==> src/rtl/mach_pkg.sv <==
// Shared machine-level types: RAM arbiter state encoding and the RAM request
// bundle that the arbiter latches and that the DMA engine will reuse.
package mach_pkg;

   localparam int RAM_AW = 21;
   localparam int RAM_DW = 32;

   typedef enum logic [1:0] {
      IDLE,
      GNT_CPU,
      GNT_DMA,
      ACK
   } arb_state_t;

   // One RAM access as presented on the RAM port (strobes active-low).
   typedef struct packed {
      logic [RAM_AW-1:0] a;
      logic [RAM_DW-1:0] di;
      logic              wen;
      logic [3:0]        ben;
   } ram_req_t;

endpackage

==> src/rtl/ram_arb.sv <==
// Round-robin arbiter sharing the main RAM port between the CPU and the DMA
// requester. The winning request is latched and held on the RAM port until
// RAM_READYn, then a one-cycle ready pulse (plus read data) returns to it.
module ram_arb
   import mach_pkg::*;
#(
   parameter int AW = RAM_AW,
   parameter int DW = RAM_DW
) (
   input  logic          CLK,
   input  logic          RES,
   input  logic          CE,

   input  logic          CPU_CEn,
   input  logic [AW-1:0] CPU_A,
   input  logic [DW-1:0] CPU_DI,
   input  logic          CPU_WEn,
   input  logic [3:0]    CPU_BEn,
   output logic [DW-1:0] CPU_DO,
   output logic          CPU_READYn,

   input  logic          DMA_CEn,
   input  logic [AW-1:0] DMA_A,
   input  logic [DW-1:0] DMA_DI,
   input  logic          DMA_WEn,
   input  logic [3:0]    DMA_BEn,
   output logic [DW-1:0] DMA_DO,
   output logic          DMA_READYn,

   output logic          RAM_CEn,
   output logic [AW-1:0] RAM_A,
   output logic [DW-1:0] RAM_DI,
   output logic          RAM_WEn,
   output logic [3:0]    RAM_BEn,
   input  logic [DW-1:0] RAM_DO,
   input  logic          RAM_READYn
);

   arb_state_t    state_q, state_d;
   logic          last_dma_q, last_dma_d;    // 1: DMA was served most recently
   ram_req_t      req_q, req_d;              // latched request driving RAM_*
   logic          ram_cen_q, ram_cen_d;
   logic [DW-1:0] cpu_do_q, cpu_do_d;
   logic [DW-1:0] dma_do_q, dma_do_d;
   logic          cpu_readyn_q, cpu_readyn_d;
   logic          dma_readyn_q, dma_readyn_d;

   // Next-state logic: grant in IDLE, wait for RAM in GNT_x, pulse ready in ACK.
   always_comb begin
      // NOTE: every _d defaults to its _q so no branch can leave a value unassigned and infer a latch.
      state_d      = state_q;
      last_dma_d   = last_dma_q;
      req_d        = req_q;
      ram_cen_d    = ram_cen_q;
      cpu_do_d     = cpu_do_q;
      dma_do_d     = dma_do_q;
      cpu_readyn_d = cpu_readyn_q;
      dma_readyn_d = dma_readyn_q;

      if (CE) begin
         case (state_q)
            IDLE: begin
               // DMA wins when it requests alone, or when both request and the CPU went last.
               if (!DMA_CEn && (CPU_CEn || !last_dma_q)) begin
                  req_d      = '{a: DMA_A, di: DMA_DI, wen: DMA_WEn, ben: DMA_BEn};
                  ram_cen_d  = 1'b0;
                  last_dma_d = 1'b1;
                  state_d    = GNT_DMA;
               end else if (!CPU_CEn) begin
                  req_d      = '{a: CPU_A, di: CPU_DI, wen: CPU_WEn, ben: CPU_BEn};
                  ram_cen_d  = 1'b0;
                  last_dma_d = 1'b0;
                  state_d    = GNT_CPU;
               end
            end
            GNT_CPU: begin
               if (!RAM_READYn) begin
                  if (req_q.wen) begin
                     cpu_do_d = RAM_DO;
                  end
                  ram_cen_d    = 1'b1;
                  cpu_readyn_d = 1'b0;
                  state_d      = ACK;
               end
            end
            GNT_DMA: begin
               if (!RAM_READYn) begin
                  if (req_q.wen) begin
                     dma_do_d = RAM_DO;
                  end
                  ram_cen_d    = 1'b1;
                  dma_readyn_d = 1'b0;
                  state_d      = ACK;
               end
            end
            ACK: begin
               cpu_readyn_d = 1'b1;
               dma_readyn_d = 1'b1;
               state_d      = IDLE;
            end
            default: begin
               state_d = IDLE;
            end
         endcase
      end
   end

   // State and output registers; reset wins over CE so a stalled machine still resets.
   always_ff @(posedge CLK) begin
      // NOTE: non-blocking assignments make every flop sample the pre-edge value of every other flop.
      if (RES) begin
         state_q      <= IDLE;
         last_dma_q   <= 1'b1;
         req_q        <= '{a: '0, di: '0, wen: 1'b1, ben: 4'hF};
         ram_cen_q    <= 1'b1;
         cpu_do_q     <= '0;
         dma_do_q     <= '0;
         cpu_readyn_q <= 1'b1;
         dma_readyn_q <= 1'b1;
      end else begin
         state_q      <= state_d;
         last_dma_q   <= last_dma_d;
         req_q        <= req_d;
         ram_cen_q    <= ram_cen_d;
         cpu_do_q     <= cpu_do_d;
         dma_do_q     <= dma_do_d;
         cpu_readyn_q <= cpu_readyn_d;
         dma_readyn_q <= dma_readyn_d;
      end
   end

   assign RAM_CEn    = ram_cen_q;
   assign RAM_A      = req_q.a;
   assign RAM_DI     = req_q.di;
   assign RAM_WEn    = req_q.wen;
   assign RAM_BEn    = req_q.ben;
   assign CPU_DO     = cpu_do_q;
   assign CPU_READYn = cpu_readyn_q;
   assign DMA_DO     = dma_do_q;
   assign DMA_READYn = dma_readyn_q;

endmodule
==> config.mk <==
export PLATFORM = sky130hd
export DESIGN_NAME = ram_arb
export DESIGN_NICKNAME = d
export VERILOG_FILES = /design/src/rtl/mach_pkg.sv /design/src/rtl/ram_arb.sv
export SDC_FILE = /design/constraint.sdc
export NUM_CORES = 1
export LEC_CHECK = 0
export ABC_AREA = 1
export BUFFER_PORTS_ARGS = -buffer_cell sky130_fd_sc_hd__buf_2
export CAP_MARGIN = 10
export CORE_MARGIN = 2
export CORE_UTILIZATION = 49
export CTS_CLUSTER_DIAMETER = 80
export CTS_CLUSTER_SIZE = 10
export DETAILED_ROUTE_END_ITERATION = 8
export PLACE_DENSITY = 0.85
export SLEW_MARGIN = 25
export SYNTH_ARGS = -nofsm -noshare
export SYNTH_HDL_FRONTEND = slang
export SYNTH_SLANG_ARGS = --single-unit
==> constraint.sdc <==
create_clock -name CLK -period 2.1 [get_ports CLK]
set_input_delay 0.42 -clock CLK [delete_from_list [all_inputs] [get_ports CLK]]
set_output_delay 0.42 -clock CLK [all_outputs]
set_load 0.03 [all_outputs]
==> results.md <==
- The share of power burned in combinational logic is ~20%.
- TritonCTS built the clock tree.
- Total power for the finished layout comes to between 7000 and 8000 µW.
- The floorplan row count is 38.
- Clock latency on the worst-skew pair, taken at its later pin, is slightly above 0.4 ns.
- The power share of the sequential group is 37.3%.
- The DRC violation total after the first TritonRoute iteration is roughly 400.
- The critical path is of the reg -> reg type.
- Sequential cells were found to cover between 40% and 50% of the synthesized design area.
- The number of nets in the layout is roughly 1200.
- The power spent charging and discharging nets is about 2100 µW.
- The run finished with clean final reports.
- The final instance area is around 0.0076 mm².
- The die covers 0.0121 mm².
- The Yosys step of the flow raised 0 warnings.
- Setup repair after global routing left no endpoint under its margin.
- The first global-routing pass estimated 24500 µm of wire.
- The number of antenna cells inserted is 0.
- The leakage power figure is roughly 0.0041 µW.
- The count of boundary I/O pins is between 200 and 300.
- The vertical die dimension is 110 µm.
- Synthesis inferred between 100 and 150 register bits.
- The depth of the CTS H-tree is 4.
- The critical path required time is roughly 2.5 ns.
- The count of endpoints failing setup in the final report is 0.
- The core region is around 0.011 mm².
- Before antenna repair, the detailed router went through 5 iterations.
- Across the routed clock network, the largest skew measured is approximately 0.0056 ns.
- The peak supply drop is 0.000530 V.
- The power share of the clock group is 43.0%.
- In the final layout, the share of cells above drive strength 1 is 30.2%.
- The overflow left after global routing is 0.
- The port buffer count is about 280.
- Clock tree synthesis inserted a total of 17 buffers.
- The sort of element at the start of the critical path is a flip-flop.
- Clock-pin slew was measured on the worst setup and hold paths at approximately 0.060 ns.
- The summed instance area of the synthesized netlist is 0.00552 mm².
- The final period utilization is between 80% and 90%.
- The number of nets handed over by synthesis was between 900 and 1000.
- The residual antenna-violating net count after detailed routing is 0.
- Counting along the longest clock path gives a buffer depth of 2.
- Net switching is a little under 30% of the power.
- After detailed routing, the number of remaining DRC violations is 0.
- Entering global routing, the biggest net connects 69 pins.
- Global routing used ~26% of the available tracks.
- The routed length per placed instance is between 10 and 15 µm.
- The internal power component is 5100 µW.
- The estimated wirelength of the detail-placed design is 11500 µm.
- The number of max-cap violations is 0.
- The number of setup buffers added after CTS is 0.
- The number of cells produced by synthesis is around 820.
- The count of vias placed by the detailed router is between 5000 and 6000.
- The initial core utilization is between 50 and 60%.
- The filler cells instantiated in the layout total between 900 and 1000.
- Adding up every negative setup slack in the final design gives 0 ns.
- Hold repair after CTS inserted 0 buffers.
- The smallest clock period supported by the final layout is computed as about 1.7 ns.
- From synthesis to final layout, the design area changed by 36.9%.
- For the worst setup path, the data arrival time is ~2.1 ns.
- The max-slew violation total from the final report is 0.
- The kind of end point of the critical path is a flip-flop.
- The die is around 110 µm wide.
- The count of instances resized after the clock tree is built is 0.
- The placed instances occupy a cell area of 0.00692 mm².
- The initial antenna violation count is 1.
- Power spread over the standard cell area amounts to 959 mW/mm².
- The routability congestion estimate is between 0.8 and 0.9.
- The relative slew slack is 41.8%.
- The worst hold slack after final layout is ~0.22 ns.
- The clock root buffer master is clkbuf_16.
- Using the TritonRoute via totals, the vias-per-cell ratio works out to between 4 and 5.
- For the pin with the worst max-slew slack, the measured transition is a little under 0.9 ns.
- The number of clock sinks is roughly 130.
- The synthesized area per cell is between 6 and 7 µm².
- The worst min-delay path category is in -> reg.
- The final hold violation count is 0.
- The via count of the first global-routing pass is 5352.
- Along the worst path, the maximum fanout reaches 19.
- The upper clock frequency limit is approximately 0.59 GHz.
- The number of library cell types mapped by synthesis is 20.
- Summed over all layers, the routed wires come to about 16000 µm.
[flip-flops by register name (all words and copies together) (netlist names)]
signal      count
RAM_CEn         1
RAM_A          21
CPU_READYn      1
RAM_WEn         1
DMA_READYn      1
DMA_DO         32
last_dma_q      1
RAM_BEn         4
RAM_DI         32
CPU_DO         32
state_q         2
[cells in the final DEF, fill, tap and decap left out, drive strengths merged]
cell type  synthesis  layout
buf               34     291
nor2             236     236
nand2            179     179
dfxtp            128     128
inv               72      73
o21ai             71      71
nand3             61      61
clkbuf            17      18
a21oi             12      12
ha                 5       5
clkinv             0       5
bufinv             0       4
o211ai             3       3
clkinvlp           0       3
nand4              2       2
or2                1       1
[cells in the mapped netlist, drive strengths merged]
library cell  instances  area share, %
nor2                236             16
nand2               179             12
dfxtp               128             46
inv                  72            4.9
o21ai                71            6.4
nand3                61            5.6
buf                  34            4.2
clkbuf               17            1.2
a21oi                12            1.1
ha                    5            1.1
o211ai                3           0.41
nand4                 2           0.23
or2                   1           0.11
[path summary, 6_finish.rpt]
kind | to | slack (ns) | cells after the start | start
worst max register to register | RAM_DI[31] | 0.39 | 9 | state_q[0]
worst min register to register | RAM_BEn[3] | 0.46 | 2 | RAM_BEn[3]
worst max-delay path | RAM_DI[31] | 0.39 | 9 | state_q[0]
worst min-delay path | RAM_BEn[3] | 0.22 | 3 | DMA_BEn[3]
[layout make-up]
cell class	count	area (µm²)	area share [%]
flip-flops and latches	128	2560	33.9
multi-input cells	570	2390	31.6
repair buffers	291	1530	20.2
clock buffers	18	439	5.82
inverters	72	270	3.58
clock inverters	13	188	2.49
well taps	140	175	2.32
[power by group through the flow]
stage / Sequential [µW] / Combinational, µW / Clock (µW)
after floorplan: 3090 / 621 / 0
final: 2700 / 1430 / 3110
after global placement: 2740 / 1400 / 0
after CTS: 2700 / 1430 / 3140
after global routing: 2720 / 1580 / 3250
after detailed placement: 2750 / 1420 / 0
[layer usage]
layer / wire [µm] / part of all wire [%] / up-vias / GRT usage, %
li1: - / - / 3031 / -
met1: 6190 / 39 / 2573 / 29.0
met2: 7830 / 49 / 257 / 44.4
met3: 1530 / 9.6 / 36 / 9.17
met4: 432 / 2.7 / 0 / 10.6
met5: 0 / 0 / - / 0
[critical path, stage by stage, from the launching register on]
cell	delay [ns]
dfxtp_1	0.34
inv_1	0.11
ha_1	0.24
nand3_2	0.11
inv_2	0.30
buf_4	0.25
nor2_1	0.06
nor2_1	0.12
nand2_1	0.07
inv_1	0.05
[kinds of logic after synthesis]
kind of cell | after synthesis | share of synthesized area, %
simple gates | 479 | 34.2
flops | 128 | 46.5
buf+inv | 123 | 10.3
compound gates | 86 | 7.94
fa+ha+maj | 5 | 1.13
[through the flow]
stage | setup WS, ns | std cells | utilization (%)
final | 0.393 | 1232 | 69.1
after detailed placement | 0.350 | 1201 | 63.3
after global routing | 0.219 | 1232 | 69.1
after global placement | 0.393 | 1201 | 63.3
after CTS | 0.395 | 1232 | 69.1
after floorplan | 0.766 | 821 | -
No activity file was read; power rests on OpenSTA's default activity.
